--- src/rtl/graph_column_buffer.sv ---
// Double-buffered bar-graph column store: scales FFT bins to bar heights and swaps banks on frame_start.
// Optional peak-hold markers are enabled by defining PEAK_HOLD_EN.
module graph_column_buffer #(
  parameter int NUM_COLS   = 64,
  parameter int DATA_W     = 16,
  parameter int SHIFT      = 6,
  parameter int GRAPH_H    = 400,
  parameter int PEAK_DECAY = 4
) (
  input  logic              clk_25m,
  input  logic              rst,
  input  logic [DATA_W-1:0] wr_data,
  input  logic              wr_valid,
  input  logic              wr_first,
  output logic              wr_ready,
  input  logic              frame_start,
  input  logic [6:0]        rd_col,
  input  logic [8:0]        rd_row,
  output logic              bar_on,
  output logic              peak_on,
  output logic              frame_swapped
);

  localparam int COL_W = (NUM_COLS > 1) ? $clog2(NUM_COLS) : 1;
  localparam int DEPTH = 1 << COL_W;

  typedef enum logic [1:0] {IDLE, FILL, DONE} state_t;

  state_t           state;
  logic             wr_bank;
  logic             disp_valid;
  logic [COL_W-1:0] wr_idx;

  logic             do_write;
  logic [COL_W-1:0] wr_addr;
  logic             wr_last;
  logic [31:0]      scaled;
  logic [8:0]       h_new;
  logic [COL_W:0]   rd_addr;

  logic [8:0]       bar_mem [0:2*DEPTH-1];
  logic [8:0]       s1_h;
  logic [8:0]       s1_row;
  logic             s1_valid;

  assign scaled   = 32'(wr_data) >> SHIFT;
  assign h_new    = (scaled > 32'(GRAPH_H)) ? 9'(GRAPH_H) : scaled[8:0];
  // Bins arriving in IDLE without wr_first are consumed but never stored.
  assign do_write = ~rst & wr_valid & wr_ready & (wr_first | (state == FILL));
  assign wr_addr  = wr_first ? '0 : wr_idx;
  assign wr_last  = (wr_addr == COL_W'(NUM_COLS - 1));
  assign rd_addr  = {~wr_bank, rd_col[COL_W-1:0]};

  always_ff @(posedge clk_25m) begin
    if (rst) begin
      state         <= IDLE;
      wr_bank       <= 1'b0;
      disp_valid    <= 1'b0;
      wr_idx        <= '0;
      wr_ready      <= 1'b0;
      frame_swapped <= 1'b0;
    end else begin
      frame_swapped <= 1'b0;
      case (state)
        IDLE, FILL: begin
          wr_ready <= 1'b1;
          if (do_write) begin
            if (wr_last) begin
              state    <= DONE;
              wr_idx   <= '0;
              wr_ready <= 1'b0;
            end else begin
              state  <= FILL;
              wr_idx <= wr_addr + 1'b1;
            end
          end
        end
        DONE: begin
          wr_ready <= 1'b0;
          if (frame_start) begin
            wr_bank       <= ~wr_bank;
            disp_valid    <= 1'b1;
            frame_swapped <= 1'b1;
            wr_ready      <= 1'b1;
            state         <= IDLE;
          end
        end
        default: begin
          state    <= IDLE;
          wr_ready <= 1'b1;
        end
      endcase
    end
  end

  always_ff @(posedge clk_25m) begin
    if (do_write) bar_mem[{wr_bank, wr_addr}] <= h_new;
    s1_h <= bar_mem[rd_addr];
  end

  // Stage 1 qualifies the coordinate alongside the RAM read; stage 2 makes the pixel decision.
  always_ff @(posedge clk_25m) begin
    if (rst) begin
      s1_valid <= 1'b0;
      s1_row   <= '0;
      bar_on   <= 1'b0;
    end else begin
      s1_valid <= disp_valid & ({1'b0, rd_col} < 8'(NUM_COLS)) & (rd_row < 9'(GRAPH_H));
      s1_row   <= rd_row;
      bar_on   <= s1_valid & (({1'b0, s1_row} + {1'b0, s1_h}) >= 10'(GRAPH_H));
    end
  end

`ifdef PEAK_HOLD_EN
  logic [8:0] peak_reg [0:DEPTH-1];
  logic [8:0] peak_mem [0:2*DEPTH-1];
  logic [8:0] p_old;
  logic [8:0] p_dec;
  logic [8:0] p_new;
  logic [8:0] s1_p;

  assign p_old = peak_reg[wr_addr];
  assign p_dec = (p_old > 9'(PEAK_DECAY)) ? p_old - 9'(PEAK_DECAY) : '0;
  assign p_new = (h_new > p_dec) ? h_new : p_dec;

  always_ff @(posedge clk_25m) begin
    if (rst) begin
      for (int i = 0; i < DEPTH; i++) peak_reg[i] <= '0;
    end else if (do_write) begin
      peak_reg[wr_addr] <= p_new;
    end
  end

  always_ff @(posedge clk_25m) begin
    if (do_write) peak_mem[{wr_bank, wr_addr}] <= p_new;
    s1_p <= peak_mem[rd_addr];
  end

  always_ff @(posedge clk_25m) begin
    if (rst) peak_on <= 1'b0;
    else     peak_on <= s1_valid & (s1_p != '0) &
                        (({1'b0, s1_row} + {1'b0, s1_p}) == 10'(GRAPH_H));
  end
`else
  assign peak_on = 1'b0;
`endif

endmodule

--- config.mk ---
export PLATFORM = sky130hd
export DESIGN_NAME = graph_column_buffer
export DESIGN_NICKNAME = d
export VERILOG_FILES = /design/src/rtl/graph_column_buffer.sv
export SDC_FILE = /design/constraint.sdc
export NUM_CORES = 1
export LEC_CHECK = 0
export CORE_ASPECT_RATIO = 0.75
export CORE_UTILIZATION = 50
export CTS_CLUSTER_SIZE = 28
export DETAILED_ROUTE_END_ITERATION = 8
export DONT_BUFFER_PORTS = 1
export GPL_ROUTABILITY_DRIVEN = 0
export PLACE_DENSITY = 0.75
export SYNTH_ARGS = -nofsm -noshare
export SYNTH_HDL_FRONTEND = slang
export SYNTH_SLANG_ARGS = --single-unit
--- constraint.sdc ---
create_clock -name clk_25m -period 6.3 [get_ports clk_25m]
set_clock_uncertainty 0.1 [all_clocks]
set_input_delay 1.26 -clock clk_25m [delete_from_list [all_inputs] [get_ports clk_25m]]
set_output_delay 1.26 -clock clk_25m [all_outputs]
set_load 0.1 [all_outputs]
-- After elaboration in Yosys (flattened, before gate mapping)
Memory sizes are Yosys's and may differ from the RTL's. A register that Yosys moved wholly into a read port is not among the register bits.
Index checks and enable logic that the tools add are counted.
- logic and storage cells: 50
- input bits: 37
- register bits after elaboration: 23
- output and inout port bits: 4
- memories: 1
- bits in writable memories: 1152
- memories (memory ; depth ; bits a word ; read ports ; clocked after memory_dff ; write ports ; line ; text):
    bar_mem ; 128 ; 9 ; 1 ; 1 ; 1 ; 41 ; logic [8:0] bar_mem [0:2*DEPTH-1];
- reductions and logical operators: 6
- add/subtract/negate cells: 2
- mux-type cells: 13
- bitwise operators: 10
- equal/unequal tests: 5
- $lt $le $gt $ge: 4
- operator list (cell ; number):
    2-to-1 mux 6 bit ; 2
    adder 9 x 9 -> 10 bit ; 1
    greater-or-equal comparator 10 x 9 -> 1 bit (second input constant) ; 1
    > comparator 10 x 9 -> 1 bit (second input constant) ; 1
    < comparator 9 bit (second input constant) ; 1
    2-to-1 mux 9 bit ; 1
    < comparator 7 bit (second input constant) ; 1
    adder 6 x 1 -> 6 bit (second input constant) ; 1
    bitwise AND 1 bit ; 6
    equality test 6 bit (second input constant) ; 1
    2-to-1 mux 2 bit ; 3
    AND reduction 2 bit ; 3
    2-to-1 mux 1 bit ; 5
    inequality test 2 bit (second input constant) ; 2
    one-hot mux 2 bit (2 select lines) ; 1
    OR reduction 2 bit ; 2
    NOT 1 bit ; 3
    equality test 2 x 1 -> 1 bit (second input constant) ; 1
    equality test 2 bit (second input constant) ; 1
    zero test 2 bit ; 1
    one-hot mux 1 bit (2 select lines) ; 1
    bitwise OR 1 bit ; 1

-- Depth between registers and ports, before layout
Gate-level depths: netlist of run 1.
- depth in word-level cells: 6
- mapped depth: 10
- mapped depth without buffers: 9

-- Worst setup path after synthesis of run 1
No wires, ideal clock.
- kind: input -> register
- start: in wr_data[6]
- end: mem bar_mem[0][0], data pin
- path slack: 1974 ps
- path buffers: 0
- cell stages on the path: 4
- required time: 5666 ps
- setup time: 534 ps
- data arrival time: 3693 ps
- path through: o41ai_1 > nand2_1 > a31oi_1 > and2_1
- longest elaborated chain between the ends: 2
- ends and longest elaborated chain (element ; line ; text):
    start, declared ; 12 ; input logic [DATA_W-1:0] wr_data,
    > comparator 10 x 9 -> 1 bit ; 47 ; assign h_new = (scaled > 32'(GRAPH_H)) ? 9'(GRAPH_H) : scaled[8:0];
    2-to-1 mux 9 bit (*) ; 47 ;
    via h_new[0] ; 38 ; logic [8:0] h_new;
    end, declared ; 41 ;
Mark *: on every way through the listed nets, which the timed path passes. The rest lies on a longest branch.

-- Final worst setup path of run 1
- start: reg wr_ready
- end: mem bar_mem[49][2], enable pin
- longest elaborated chain between the ends: 4
- ends and longest elaborated chain (element ; line ; text):
    start, declared ; 15 ; output logic wr_ready,
    start signal, assigned ; 60 ; wr_ready <= 1'b0;
    start signal, assigned ; 66 ; wr_ready <= 1'b1;
    start signal, assigned ; 71 ; wr_ready <= 1'b0;
    bitwise AND 1 bit (2 in series) ; 49 ; assign do_write = ~rst & wr_valid & wr_ready & (wr_first | (state == FILL));
    2-to-1 mux 1 bit ; 97 ; if (do_write) bar_mem[{wr_bank, wr_addr}] <= h_new;
    2-to-1 mux 1 bit (not written as such) ; 97 ;
Every way passes these cells.

==> impl_metrics.csv, run 1 <==
group,metric,value,unit
die,design.core.area,0.0902,sq mm
die,die_y,264,um
die,start_util,50.9,%
global_routing,gr-usage-all-layers,21.6,%
sta,max-slew-margin-rel,18.3,%
pwr,powerDensity,310,mW/mm^2
sta,finalSetupViolCount,0,
critical_path,cp-start-kind,"flop",
pwr,p_seq_share,55.2,%
sta,holdWs,0.439,ns
pwr,ir_drop,0.254,mV
clocking,post-cts-setup-buffer-count,0,
global_routing,grtUsageMet2,31.1,%
pwr,sw_frac_of_total,20.0,%
die,io_pins,41,
finish,finalNetCount,2324,
pwr,leakagePower,15.0,nW
synth,syn_inst,2267,
clocking,clock_path_buffers,3,
critical_path,cp_common_cell,"buf_4",
placed_design,dp_hpwl,59.4,mm
critical_path,worst_ep_arrival_time,4.27,ns
clocking,cts-root-buf,"clkbuf_16",
finish,drive_above_1_share,21.5,%
routing,dr.pass1.iters,5,
synth,yosys.area.top_type_share,75.3,%
synth,yosys_warnings,0,
routing,drcViolationCount,0,
global_routing,grt_max_degree,361,
sta,max_freq,245,MHz
pwr,power_frac_comb,3.5,%
synth,syn_nets,2315,
clocking,cts_resized,0,
finish,syn_to_final_growth,10.1,%
critical_path,slowest_stage,"dfxtp_1",
synth,ys_ff_latch,1184,
pwr,internal_power,0.0126,W
synth,yosysUniqueCellTypes,60,
global_routing,grt_use_met1,32.9,%
clocking,cts_tree,"built",
clocking,clock-sinks,1184,
critical_path,cp.required,6.49,ns
sta,fin_crit,4.08,ns
finish,nFillCells,6460,
global_routing,overflow,0,
sta,fin_crit_sh,64.7,%
sta,hold_viol,0,
critical_path,criticalPathCategory,"flop to flop",
placed_design,place_ws,2.03,ns
critical_path,end_kind,"flop",
routing,wl_per_cell,28.2,um
finish,fin_area,0.0506,sq mm
sta,setup_tns,0,ns
clocking,clk_latency,0.67,ns
job,drv_cap,0,
routing,vias,22700,
global_routing,grt_pass1_wl,148,mm
clocking,hold_buffers,0,
sta,final.setup.worst_slack,2.22,ns
clocking,numCtsBuffers,104,
die,die_w,352,um
pwr,clockPowerShare,41.3,%
placed_design,place_area,0.0471,sq mm
synth,yosys.area.top_type,"edfxtp_1",
finish,final_cell_mix,"1152 x edfxtp_1, 216 x mux4_2, 166 x nor2_1",
die,die_area,0.0931,sq mm
sta,tightest_slew,1.23,ns
global_routing,grt_pass1_vias,22200,
global_routing,use_met3,6.25,%
routing,drt-total-wl,101,mm
die,num_rows,95,
clocking,cts_max_level,3,
status,outcome,"completed",
global_routing,grt.busiest_layer,"met1",
sta,grt_setup_unrepaired,"no",
routing,via_per_inst,6.33,
critical_path,cp_max_fo,9,
placed_design,port_buffers,0,
pwr,power_switching,0.00313,W
synth,synth-seq-area-share,76.7,%
routing,ant_nets,0,
synth,avgSynthCellArea,20.3,sq um
critical_path,crit_chain,"nand2_1 -> nor3_1 -> buf_4 -> nand3_1 -> buf_4 -> nor2_1",
synth,synth_async_sr_flop_share,0,%
hold_path,hp-class,"flop to flop",
synth,synth_area_leaders,"edfxtp_1 75%, mux4_2 11%, mux2_2 1.8%",
sta,timing.final.max_slew_violations,0,
synth,syn_area,0.0459,sq mm
clocking,cts.clk_slew.worst_paths,0.07,ns
synth,synth_edf_count,1152,
global_routing,antenna_found_initial,11,
routing,initialDrtViolationCount,3027,
finish,final_common_cell,"edfxtp_1",
synth,synth_ff_type,"edfxtp_1",
critical_path,max_stage_delay,0.95,ns
[power by group through the flow]
stage          sequential (W)  clock [W]  combinational (W)
2_1_floorplan         0.00883          0           0.000442
3_3_place_gp          0.00883          0           0.000520
3_5_place_dp          0.00883          0           0.000541
4_1_cts               0.00866    0.00653           0.000544
5_1_grt               0.00865    0.00683           0.000577
6_report              0.00866    0.00647           0.000552
[cells in the mapped netlist, types with 9 or more instances]
library cell  number
buf_4             11
buf_2             37
nand3_1           10
clkbuf_1          64
edfxtp_1        1152
mux2_2            72
dfxtp_1           32
buf_1              9
a22o_1            18
nor2_1           167
o22ai_1           27
buf_6             11
nor2b_1           19
mux2i_1           72
nand2_1           19
a221o_1           18
ha_1              10
a22oi_1           93
o21ai_0           44
a21oi_1           26
nor3_1            12
mux4_2           216
a221oi_1          14
o221ai_1          27
[registers in the layout, summed over array words and instances (netlist names)]
signal / flops
bar_mem: 1152
bar_on: 1
disp_valid: 1
frame_swapped: 1
s1_h: 9
s1_row: 9
s1_valid: 1
state: 2
wr_bank: 1
wr_idx: 6
wr_ready: 1
[final timing paths]
path | start | end | slack, ns | depth (start not counted)
worst max-delay path | wr_ready$_SDFF_PP0_ | bar_mem[49][2]$_DFFE_PP_ | 2.22 | 6
worst min-delay path | disp_valid$_SDFFE_PP0P_ | s1_valid$_SDFF_PP0_ | 0.44 | 2
worst max register to register | wr_ready$_SDFF_PP0_ | bar_mem[49][2]$_DFFE_PP_ | 2.22 | 6
worst min register to register | disp_valid$_SDFFE_PP0P_ | s1_valid$_SDFF_PP0_ | 0.44 | 2
[final cells by class]
type	count	area (sq um)	share of cell area, %
clock inverters	62	593	1.17
diodes	10	25.0	0.0495
clock buffers	131	2880	5.69
flip-flops and latches	1184	35200	69.7
well taps	1212	1520	3.00
repair buffers	36	270	0.534
inverters	7	26.3	0.0520
multi-input cells	943	10000	19.8
[logic make-up (layout without fill, tap and decap cells)]
logic type               count (synthesis)  in the layout  share of synthesized area, %
AO/OA/AOI/OAI                          293            293                          4.67
XOR/XNOR                                 2              2                        0.0381
adder cells (fa/ha/maj)                 11             11                         0.316
buffers and inverters                  140            236                          1.54
flip-flops                            1184           1184                          76.7
multiplexers                           360            360                          13.9
other                                    1             11                       0.00817
AND/OR/NAND/NOR                        276            276                          2.78
[layer usage]
layer	wire [um]	up-vias	part of all wire, %
met4	2090	2	2.1
met1	41900	11800	41
met3	12200	152	12
li1	-	9458	-
met5	94	-	0.093
met2	44900	1323	44
[worst max-delay path, delay by kind of cell (launching register included)]
family / cells / cell delay [ns]
and+or+nand+nor: 4 / 2.00
DFF: 1 / 0.95
buffers and inverters: 2 / 0.65
[through the flow]
| stage | instances | total power (W) | util [%] |
|---|---|---|---|
| after global placement | 3382 | 0.00935 | 52.2 |
| after floorplan | 2267 | 0.00928 | - |
| after global routing | 3576 | 0.0161 | 56.0 |
| after CTS | 3575 | 0.0157 | 56.0 |
| after detailed placement | 3382 | 0.00937 | 52.2 |
| final | 3585 | 0.0157 | 56.1 |
No activity file was read; power rests on OpenSTA's default activity.
==> run 2: changes to the inputs <==
--- a/config.mk
+++ b/config.mk
@@ -11,7 +11,7 @@
 export DETAILED_ROUTE_END_ITERATION = 8
 export DONT_BUFFER_PORTS = 1
 export GPL_ROUTABILITY_DRIVEN = 0
-export PLACE_DENSITY = 0.75
+export PLACE_DENSITY = 0.78
 export SYNTH_ARGS = -nofsm -noshare
 export SYNTH_HDL_FRONTEND = slang
 export SYNTH_SLANG_ARGS = --single-unit
==> constraint.sdc (replaced) <==
create_clock -name clk_25m -period 3.7 [get_ports clk_25m]
set_clock_uncertainty 0.1 [all_clocks]
set_input_delay 0.74 -clock clk_25m [delete_from_list [all_inputs] [get_ports clk_25m]]
set_output_delay 0.74 -clock clk_25m [all_outputs]
set_load 0.1 [all_outputs]
==> run 2 against run 1 <==
  * Highest routed layer unchanged
  * Register-to-register slack got worse by 1.6 ns
  * Critical path type is now input pin to flop
  * Worst setup slack got worse by 1.8 ns
  * The flow now finishes with violations (slew limit)
  * Critical path depth fell by 1
  * Utilization rose by 1.1 points
  * Worst hold slack got worse by 0.40 ns
  * Global-route usage rose by 0.65 points
  * Critical endpoint is now s1_h[8]$_DFF_P_
  * Sequential cell count did not move
  * Final cell count rose by 3.1%
  * Wire length rose by 2.0%
==> impl_metrics.csv, run 2 (synthesized netlist as in run 1, its figures left out) <==
group,metric,value,unit
die,start_util,50.9,%
hold_path,hp-class,"input pin to flop",
clocking,cts-root-buf,"clkbuf_16",
global_routing,gr-usage-all-layers,22.3,%
global_routing,overflow,0,
routing,drt-total-wl,103,mm
sta,tightest_slew,2.01,ns
clocking,cts_tree,"built",
critical_path,criticalPathCategory,"input pin to flop",
clocking,cts_resized,0,
critical_path,r2r_slack,0.65,ns
critical_path,end_kind,"flop",
clocking,clock-sinks,1184,
critical_path,rr_startpoint,"wr_idx[2]$_SDFFE_PP0P_",
die,design.core.area,0.0902,sq mm
global_routing,antenna_found_initial,12,
critical_path,cp_max_fo,360,
sta,final.setup.worst_slack,0.443,ns
sta,fin_crit_sh,88.0,%
finish,finalNetCount,2442,
sta,max-slew-margin-rel,-34.1,%
sta,finalSetupViolCount,0,
finish,final_cell_mix,"1152 x edfxtp_1, 216 x mux4_2, 166 x nor2_1",
sta,setup_tns,0,ns
sta,hold_viol,0,
die,die_w,352,um
global_routing,grt_pass1_wl,153,mm
sta,timing.final.max_slew_violations,188,
routing,dr.pass1.iters,6,
routing,initialDrtViolationCount,3360,
clocking,hold_buffers,0,
clocking,clk_latency,0.68,ns
critical_path,endpoint,"s1_h[8]$_DFF_P_",
critical_path,r2r_cells,4,
routing,wl_per_cell,27.9,um
critical_path,cp.required,4.14,ns
finish,drive_above_1_share,25.3,%
pwr,powerDensity,517,mW/mm^2
clocking,numCtsBuffers,104,
critical_path,critPathLaunch,"rd_col[2]",
die,die_y,264,um
placed_design,dp_hpwl,61.2,mm
placed_design,place_ws,0.406,ns
placed_design,port_buffers,0,
sta,max_freq,307,MHz
clocking,cts.clk_slew.worst_paths,0.06,ns
finish,largest_reg_flops,1152,
die,num_rows,95,
pwr,leakagePower,15.7,nW
status,outcome,"complete, but fails checks",
finish,ff_latch_area,0.0352,sq mm
routing,via_per_inst,6.30,
job,drv_cap,0,
placed_design,place_area,0.0481,sq mm
die,io_pins,41,
routing,drcViolationCount,0,
routing,vias,23300,
finish,fin_util,57.2,%
finish,final_common_cell,"edfxtp_1",
finish,largest-register,"bar_mem",
finish,fin_area,0.0516,sq mm
global_routing,grt_max_degree,361,
critical_path,cp-start-kind,"input pin",
finish,top_regs,"bar_mem x1152, s1_h x9, s1_row x9",
finish,syn_to_final_growth,12.3,%
die,die_area,0.0931,sq mm
routing,ant_nets,0,
finish,multi_input_area,0.0100,sq mm
pwr,ir_drop,0.327,mV
critical_path,worst_ep_arrival_time,3.69,ns
global_routing,grt_pass1_vias,23400,
finish,nFillCells,6277,
critical_path,r2r-end,"bar_mem[100][6]$_DFFE_PP_",
clocking,post-cts-setup-buffer-count,0,
status,violations,"slew limit",
clocking,clock_path_buffers,3,
sta,grt_setup_unrepaired,"no",
clocking,cts_max_level,3,
sta,fin_crit,3.26,ns
hold_path,worstHoldPathCells,1,
==> run 2: cell types whose count changed in the layout (fill, tap and decap cells not counted), sizes merged <==
cell,previous run,this run
diode,10,1
bufinv,11,12
clkinv,46,41
clkbuf,131,130
buf,36,154
clkinvlp,2,8
==> run 2: worst min path at each step <==
| stage | startpoint | to | slack [ns] |
|---|---|---|---|
| after global placement | disp_valid$_SDFFE_PP0P_ | s1_valid$_SDFF_PP0_ | 0.34 |
| after detailed placement | disp_valid$_SDFFE_PP0P_ | s1_valid$_SDFF_PP0_ | 0.35 |
| after floorplan | s1_valid$_SDFF_PP0_ | bar_on$_SDFF_PP0_ | 0.31 |
| after CTS | rst | wr_ready$_SDFF_PP0_ | 0.007 |
| final | rst | state[1]$_SDFFE_PP0P_ | 0.04 |
| after global routing | rst | wr_ready$_SDFF_PP0_ | 0.02 |
==> run 2: cell type report <==
type	count	share of cell area, %
sequential	1184	68.3
multi-input combinational	943	19.5
clock buffer	130	5.42
tap	1212	2.94
timing repair buffer	154	2.56
clock inverter	64	1.24
inverter	7	0.0510
antenna	1	0.00485
==> run 2: metal layers <==
metal	vias up	wire length, um	part of all wire [%]	global-route usage (%)
li1	9667	-	-	-
met1	12100	42600	41	33.2
met2	1353	46100	45	32.8
met3	203	12000	12	6.08
met4	10	2440	2.4	5.58
met5	-	70	0.068	0
==> run 2: worst max-delay path, cell delays in order <==
cell	delay, ns
mux4_2	0.75
a22oi_1	0.40
o21ai_0	0.33
nor2_1	0.35
o221ai_1	0.16
==> run 2: power by group <==
group	total, W	switching (W)	leakage (nW)	internal, W
Sequential	0.0147	0.00000973	10.2	0.0147
Clock	0.0109	0.00474	1.67	0.00620
Combinational	0.00100	0.000584	3.82	0.000418
Total	0.0267	0.00533	15.7	0.0213
==> run 2: stage by stage <==
stage | std cells | hold slack [ns] | power (W)
3_5_place_dp | 3500 | 0.351 | 0.0160
4_1_cts | 3694 | 0.00716 | 0.0268
6_report | 3695 | 0.0442 | 0.0267
5_1_grt | 3695 | 0.0205 | 0.0273
2_1_floorplan | 2267 | 0.313 | 0.0158
3_3_place_gp | 3500 | 0.342 | 0.0159
